File: config.mk
export PLATFORM = sky130hd
export DESIGN_NAME = ddfs_phase_acc
export DESIGN_NICKNAME = d
export VERILOG_FILES = /design/src/rtl/ddfs_pkg.sv /design/src/rtl/ddfs_lfsr.sv /design/src/rtl/ddfs_phase_acc.sv
export SDC_FILE = /design/constraint.sdc
export NUM_CORES = 1
export LEC_CHECK = 0
export ABC_AREA = 0
export CAP_MARGIN = 20
export CORE_AREA = 2 2 142 144
export DETAILED_ROUTE_END_ITERATION = 10
export DIE_AREA = 0 0 144 146
export GPL_ROUTABILITY_DRIVEN = 0
export PLACE_DENSITY = 0.72
export SLEW_MARGIN = 20
export SYNTH_ARGS = -nofsm -noshare
export SYNTH_HDL_FRONTEND = slang
export SYNTH_SLANG_ARGS = --single-unit
File: constraint.sdc
create_clock -name i_clk -period 2.77 [get_ports i_clk]
set_input_delay 0.554 -clock i_clk [delete_from_list [all_inputs] [get_ports i_clk]]
set_output_delay 0.554 -clock i_clk [all_outputs]
set_load 0.05 [all_outputs]
File: src/rtl/ddfs_pkg.sv
// Shared definitions for the DDFS phase path: default widths, dither LFSR
// constants and small helpers used by the accumulator and the LFSR.
package ddfs_pkg;

  localparam int PHASE_WIDTH_DEF = 32;
  localparam int ADDR_WIDTH_DEF  = 11;

  // 16-bit Galois LFSR, right-shifting form
  localparam logic [15:0] LFSR_POLY = 16'hB400;
  localparam logic [15:0] LFSR_SEED = 16'hACE1;

  typedef logic [PHASE_WIDTH_DEF-1:0] phase_t;

  // One Galois step: shift right, fold the polynomial back in when a 1 falls out
  function automatic logic [15:0] lfsr_step(input logic [15:0] state);
    return state[0] ? ((state >> 1) ^ LFSR_POLY) : (state >> 1);
  endfunction

  // Number of dither bits that fit below the address field (capped at the LFSR width)
  function automatic int dither_width(input int phase_w, input int addr_w);
    return ((phase_w - addr_w) < 16) ? (phase_w - addr_w) : 16;
  endfunction

endpackage

File: src/rtl/ddfs_lfsr.sv
// Dither source for the phase truncation. Only built when DDFS_PHASE_DITHER_EN
// is defined; the undithered build has no LFSR at all.
`ifdef DDFS_PHASE_DITHER_EN
module ddfs_lfsr
  import ddfs_pkg::*;
(
  input  logic        i_clk,
  input  logic        i_rst_n,
  input  logic        i_enable,
  input  logic        i_reseed,
  output logic [15:0] o_state
);

  // Reseed wins over advance so a phase clear always restarts the same dither sequence
  always_ff @(posedge i_clk or negedge i_rst_n) begin
    if (!i_rst_n) begin
      o_state <= LFSR_SEED;
    end else if (i_reseed) begin
      o_state <= LFSR_SEED;
    end else if (i_enable) begin
      o_state <= lfsr_step(o_state);
    end
  end

endmodule
`endif

File: src/rtl/ddfs_phase_acc.sv
// DDFS phase accumulator and sine-ROM address generator.
// Optional truncation dither: define DDFS_PHASE_DITHER_EN.
//
// Pipeline for a tick sampled at edge k:
//   k   : acc += ftw_active (FTW in force before any commit on this edge)
//   k+1 : o_r_addr = top bits of (acc + offset_active [+ dither]), o_addr_valid, o_wrap
//   k+2 : o_data_valid, lined up with the synchronous ROM output
module ddfs_phase_acc
  import ddfs_pkg::*;
#(
  parameter int PHASE_WIDTH    = PHASE_WIDTH_DEF,
  parameter int ADDR_WIDTH     = ADDR_WIDTH_DEF,
  parameter int COMMIT_ON_WRAP = 0
) (
  input  logic                   i_clk,
  input  logic                   i_rst_n,
  input  logic                   i_tick,
  input  logic                   i_clear,
  input  logic                   i_cfg_valid,
  output logic                   o_cfg_ready,
  input  logic [PHASE_WIDTH-1:0] i_ftw,
  input  logic [PHASE_WIDTH-1:0] i_offset,
  output logic [ADDR_WIDTH-1:0]  o_r_addr,
  output logic                   o_addr_valid,
  output logic                   o_data_valid,
  output logic                   o_wrap
);

  if (ADDR_WIDTH > PHASE_WIDTH) begin : g_bad_widths
    $error("ddfs_phase_acc: ADDR_WIDTH must not exceed PHASE_WIDTH");
  end

  logic [PHASE_WIDTH-1:0] acc;
  logic [PHASE_WIDTH-1:0] ftw_active;
  logic [PHASE_WIDTH-1:0] offset_active;
  logic [PHASE_WIDTH-1:0] shadow_ftw;
  logic [PHASE_WIDTH-1:0] shadow_offset;
  logic                   pending;
  logic                   cfg_ready_q;

  logic                   s1_valid;
  logic                   s1_carry;

  logic [PHASE_WIDTH:0]   acc_sum;
  logic                   carry;
  logic                   cfg_write;
  logic                   commit;
  logic                   pending_next;
  logic [PHASE_WIDTH-1:0] dither;
  logic [PHASE_WIDTH-1:0] phase;
  logic [ADDR_WIDTH-1:0]  addr_next;

  assign acc_sum   = {1'b0, acc} + {1'b0, ftw_active};
  assign carry     = acc_sum[PHASE_WIDTH];

  // Write needs an empty shadow and commit needs a full one, so they never collide
  assign cfg_write = i_cfg_valid && cfg_ready_q;
  assign commit    = pending &&
                     (i_clear || (i_tick && ((COMMIT_ON_WRAP == 0) || carry)));

  // Next value of the pending flag, shared by the flag and the registered ready
  always_comb begin
    pending_next = pending;
    if (cfg_write) begin
      pending_next = 1'b1;
    end else if (commit) begin
      pending_next = 1'b0;
    end
  end

`ifdef DDFS_PHASE_DITHER_EN
  localparam int DITHER_W = dither_width(PHASE_WIDTH, ADDR_WIDTH);
  localparam logic [15:0] DITHER_MASK = 16'((32'd1 << DITHER_W) - 32'd1);

  logic [15:0] lfsr_state;

  ddfs_lfsr u_lfsr (
    .i_clk    (i_clk),
    .i_rst_n  (i_rst_n),
    .i_enable (i_tick),
    .i_reseed (i_clear),
    .o_state  (lfsr_state)
  );

  // Dither stays strictly below the address LSB, so it can move the address by at most one
  assign dither = PHASE_WIDTH'(lfsr_state & DITHER_MASK);
`else
  assign dither = '0;
`endif

  assign phase     = acc + offset_active + dither;
  assign addr_next = ADDR_WIDTH'(phase >> (PHASE_WIDTH - ADDR_WIDTH));

  // Shadow capture on handshake, transfer to the active set on commit
  always_ff @(posedge i_clk or negedge i_rst_n) begin
    if (!i_rst_n) begin
      shadow_ftw    <= '0;
      shadow_offset <= '0;
      ftw_active    <= '0;
      offset_active <= '0;
      pending       <= 1'b0;
      cfg_ready_q   <= 1'b1;
    end else begin
      if (cfg_write) begin
        shadow_ftw    <= i_ftw;
        shadow_offset <= i_offset;
      end
      if (commit) begin
        ftw_active    <= shadow_ftw;
        offset_active <= shadow_offset;
      end
      pending     <= pending_next;
      cfg_ready_q <= !pending_next;
    end
  end

  assign o_cfg_ready = cfg_ready_q;

  // Phase accumulator; clear beats tick
  always_ff @(posedge i_clk or negedge i_rst_n) begin
    if (!i_rst_n) begin
      acc <= '0;
    end else if (i_clear) begin
      acc <= '0;
    end else if (i_tick) begin
      acc <= acc_sum[PHASE_WIDTH-1:0];
    end
  end

  // Remember that the accumulator just advanced, and whether that add carried out
  always_ff @(posedge i_clk or negedge i_rst_n) begin
    if (!i_rst_n) begin
      s1_valid <= 1'b0;
      s1_carry <= 1'b0;
    end else begin
      s1_valid <= i_tick && !i_clear;
      s1_carry <= i_tick && !i_clear && carry;
    end
  end

  // Address stage and ROM-latency strobe; a clear flushes strobes but keeps the last address
  always_ff @(posedge i_clk or negedge i_rst_n) begin
    if (!i_rst_n) begin
      o_r_addr     <= '0;
      o_addr_valid <= 1'b0;
      o_data_valid <= 1'b0;
      o_wrap       <= 1'b0;
    end else if (i_clear) begin
      o_addr_valid <= 1'b0;
      o_data_valid <= 1'b0;
      o_wrap       <= 1'b0;
    end else begin
      if (s1_valid) begin
        o_r_addr <= addr_next;
      end
      o_addr_valid <= s1_valid;
      o_wrap       <= s1_valid && s1_carry;
      o_data_valid <= o_addr_valid;
    end
  end

endmodule
# After elaboration in Yosys (flattened, before gate mapping)
# Index checks and enable logic that the tools add are counted.
[word_totals]
regBits = 178
inputBits = 69
output_inout_bits = 15
wordCells = 33
[op_classes]
add_sub_neg = 2
mux = 7
bitwise_logic = 1
reduce_logical = 10
[op_table]
columns = ["operator", "count"]
rows = [
  ["32-bit 2-to-1 mux", 2],
  ["32-bit by 32-bit adder with 33-bit output", 1],
  ["32-bit adder", 1],
  ["1-bit logical AND", 5],
  ["1-bit 2-to-1 mux", 5],
  ["1-bit logical NOT", 2],
  ["2-bit AND reduction", 1],
  ["2-bit nonzero test", 1],
  ["1-bit logical OR", 1],
  ["1-bit NOT", 1],
]

# Depth between registers and ports, before layout
[depth]
ltp_word = 5
ltp_mapped = 11
mapped_depth_nobuf = 11

# Worst setup path after synthesis
# Ideal clock, no wire load.
[synth_timing]
kind = "flip-flop to flip-flop"
startpoint = "register acc[0]"
endpoint = "register acc[24]"
setup_time_ps = 121
t_arrival_ps = 2464
required_ps = 2649
path_slack_ps = 185
path_stages_with_launch = 12
path_buffers = 0
synth_period_minus_slack_ps = 2585
cell_sequence = "dfrtp_1 ha_1 inv_1 fa_1 nor2b_4 o31a_1 o41a_1 o31ai_4 o31ai_1 a21o_1 xor2_1 a22o_1"
[synth_between]
elab_chain_cells = 3
[synth_rtl]
columns = ["item", "line_no", "text"]
rows = [
  ["start: declaration", "ddfs_phase_acc.sv:33", "logic [PHASE_WIDTH-1:0] acc;"],
  ["start signal: assignment", "ddfs_phase_acc.sv:126", "acc <= acc_sum[PHASE_WIDTH-1:0];"],
  ["32-bit by 32-bit adder with 33-bit output", "ddfs_phase_acc.sv:53", "assign acc_sum = {1'b0, acc} + {1'b0, ftw_active};"],
  ["32-bit 2-to-1 mux", "ddfs_phase_acc.sv:125", "end else if (i_tick) begin"],
  ["32-bit 2-to-1 mux", "ddfs_phase_acc.sv:123", "end else if (i_clear) begin"],
]
# Every way passes these cells. The select of a mux whose other input is x is not followed.
# A chain may end at the register's enable or synchronous reset.

# Worst setup path after layout
[layout_timing]
startpoint = "register acc[19]"
endpoint = "register o_r_addr[9]"
[layout_between]
elab_chain_cells = 1
[layout_rtl]
columns = ["item", "line_no", "text"]
rows = [
  ["32-bit adder", "ddfs_phase_acc.sv:91", "assign phase = acc + offset_active + dither;"],
  ["end signal: assignment", "ddfs_phase_acc.sv:154", "o_r_addr <= addr_next;"],
  ["end: declaration", "ddfs_phase_acc.sv:23", "output logic [ADDR_WIDTH-1:0] o_r_addr,"],
]
# Every way passes these cells.

==> results.sh <==
export IMPL_cts_buffers=17
export IMPL_synth_cell_types=64
export IMPL_cp_arrival_ns=3.03
export IMPL_nNetsFinal=1085
export IMPL_p_leak_nw=5.24
export IMPL_drt_iter0_drc=737
export IMPL_setup_viol=0
export IMPL_slew_headroom_pct=53.1
export IMPL_wire_per_inst_um=17.0
export IMPL_syn_nets=988
export IMPL_ir_drop_mv=0.525
export IMPL_ys_warn_count=0
export IMPL_grt_max_degree=66
export IMPL_drc=0
export IMPL_num_rows=51
export IMPL_path_max_fanout=4
export IMPL_dpl_cell_count=1195
export IMPL_synth_seq_cells=178
export IMPL_grt_pass1_wl_um=34800
export IMPL_drive_gt1_share_pct=22.6
export IMPL_ctsHoldBuffers=0
export IMPL_finalWirelength_um=20900
export IMPL_criticalPathCategory="register to register"
export IMPL_critPathLaunchType="register"
export IMPL_cp_slowest_cell="or4_1"
export IMPL_rsz0062_at_grt="true"
export IMPL_clkTransAtPathRegs_ns=0.07
export IMPL_holdCritPathClass="input port to asynchronous set/reset pin"
export IMPL_fin_ws_ns=0.0757
export IMPL_ios=84
export IMPL_drv_cap=0
export IMPL_layout_min_cycle_time_ns=2.69
export IMPL_power_mw=12.8
export IMPL_crit_chain="ha_1, nand3_1, nand2b_1, nor2_1, a211oi_1, o41a_1, nor4_2, or4_1, a31o_1"
export IMPL_antenna_found_initial=0
export IMPL_syn2layout_area_growth_pct=21.2
export IMPL_slowest_delay_ns=0.48
export IMPL_finalCritPeriodShare_pct=97.3
export IMPL_synthArstFlopShare_pct=100
export IMPL_synth_largest_area_cell="dfrtp_1"
export IMPL_die_area_mm2=0.0210
export IMPL_netlist_area_mm2=0.00956
export IMPL_skew_ns=0.0107
export IMPL_required_ns=3.10
export IMPL_yosysTopAreaCellShare_pct=46.4
export IMPL_slew_viol_final=0
export IMPL_synth_ff_type="dfrtp_1"
export IMPL_synth_most_common_cell="dfrtp_1"
export IMPL_io_buffer_count=83
export IMPL_vias=7027
export IMPL_clk_path_buf_depth=2
export IMPL_htreeDepth=4
export IMPL_grt_pass1_vias=6998
export IMPL_powerDensity_mw_per_mm2=1100
export IMPL_dpl_hpwl_um=15100
export IMPL_instances_no_fill=1231
export IMPL_clock_sinks=178
export IMPL_worst_slew_pin_slew_ns=0.702
export IMPL_clk_latency_ns=0.44
export IMPL_cts_tree="done"
export IMPL_clockRootBuffer="clkbuf_16"
export IMPL_grt_ovfl_total=0
export IMPL_core_mm2=0.0193
export IMPL_vias_per_cell=5.71
export IMPL_hold_viol_final=0
export IMPL_rrSetupSlack_ns=0.08
export IMPL_max_freq_mhz=371
export IMPL_synth_area_leaders="dfrtp_1, mux2_2, ha_1"
export IMPL_synth_common_cells="dfrtp_1, mux2_2, ha_1, nand2_1, nor2_1"
export IMPL_setup_tns_final_ns=0
export IMPL_die_y_um=146
export IMPL_endpoint_kind="register"
export IMPL_die_w_um=144
export IMPL_postSynthCellCount=856
export IMPL_initial_core_util_pct=49.4
export IMPL_n_antenna_cell=0
export IMPL_dr_pass1_iters=5
export IMPL_synth_edf_count=0
export IMPL_syn_avg_cell_area_um2=11.2
export IMPL_synth_yosys_seq_area_share_pct=46.6
export IMPL_grt_usage_pct=20.7
export IMPL_fillers=1555
export IMPL_ant_nets=0
export IMPL_outcome="complete, no violations"
export IMPL_dp_slack_ns=0.0216
## report_power, final
group	total [mW]	leakage, nW	switching (mW)	internal [mW]
clock	2.41	0.275	1.07	1.34
combinational	6.30	2.81	3.43	2.88
sequential	4.05	2.15	0.664	3.38
total	12.8	5.24	5.16	7.60
## cell type report
class | instances | area, um2 | area share (%)
Multi-Input combinational cell | 624 | 5010 | 43.3
Tap cell | 265 | 332 | 2.86
Inverter | 17 | 63.8 | 0.551
Sequential cell | 178 | 4460 | 38.5
Timing Repair Buffer | 115 | 1130 | 9.80
Clock buffer | 18 | 429 | 3.71
Clock inverter | 14 | 153 | 1.32
## through the flow
step / utilization [%] / hold slack (ns) / instance area [um2]
2_1_floorplan: - / 0.258 / 9560
3_3_place_gp: 56.2 / 0.468 / 10900
3_5_place_dp: 56.2 / 0.459 / 10900
4_1_cts: 59.2 / 0.0931 / 11400
5_1_grt: 59.9 / 0.120 / 11600
6_report: 59.9 / 0.0739 / 11600
## routing by layer
layer / share of wire [%] / vias up / GRT usage (%)
met3: 5.0 / 43 / 4.18
met4: 2.2 / 0 / 6.72
met1: 49 / 3391 / 30.2
met5: 0 / - / 0
li1: - / 3338 / -
met2: 44 / 255 / 31.1
## cells by family (layout without fill, tap and decap cells)
| kind of cell | Yosys count | in the layout | synth area share [%] |
|---|---|---|---|
| compound gates | 199 | 199 | 13.9 |
| fa+ha+maj | 63 | 63 | 8.33 |
| simple gates | 184 | 184 | 9.10 |
| buf+inv | 54 | 164 | 2.13 |
| flops | 178 | 178 | 46.6 |
| xor+xnor | 32 | 32 | 2.93 |
| mux | 146 | 146 | 17.0 |
## worst paths after layout
| kind | start | end | cells after the start |
|---|---|---|---|
| worst max-delay path | acc[19]$_DFFE_PN0P_ | o_r_addr[9]$_DFFE_PN0P_ | 9 |
| worst min-delay path | i_rst_n | shadow_ftw[3]$_DFFE_PN0P_ | 1 |
| worst max register to register | acc[19]$_DFFE_PN0P_ | o_r_addr[9]$_DFFE_PN0P_ | 9 |
| worst min register to register | s1_carry$_DFF_PN0_ | o_wrap$_DFF_PN0_ | 1 |
| max in group asynchronous | i_rst_n | acc[11]$_DFFE_PN0P_ | 2 |
| min in group i_clk | s1_carry$_DFF_PN0_ | o_wrap$_DFF_PN0_ | 1 |
## sequential cells by signal (all words and copies together), names as in the netlist, 11 cells and up
signal / cells
acc: 32
ftw_active: 32
o_r_addr: 11
offset_active: 32
shadow_ftw: 32
shadow_offset: 32
## worst max-delay path: cells and delay by family, from the launching register on
kind	cells	cell delay, ns
compound gates	3	0.82
flops	1	0.44
fa+ha+maj	1	0.37
simple gates	5	0.95
## layout by cell type, fill, tap and decap left out, drive strengths merged, types with 13 or more instances in the layout
master,Yosys,layout
o21ai,45,45
clkbuf,34,18
a21o,30,30
dfrtp,177,177
nand4,13,13
mux2,129,129
inv,17,23
buf,3,33
nand2,56,56
mux2i,17,17
xnor2,22,22
a21oi,47,47
clkdlybuf4s50,0,82
nor2,52,52
nand3,23,23
ha,62,62
## repair_timing
item	in CTS	in global routing
gates resized for setup	0	16
setup buffers	0	4
endpoints found under the setup margin	0	14
Power figures use the tool's default switching activity.
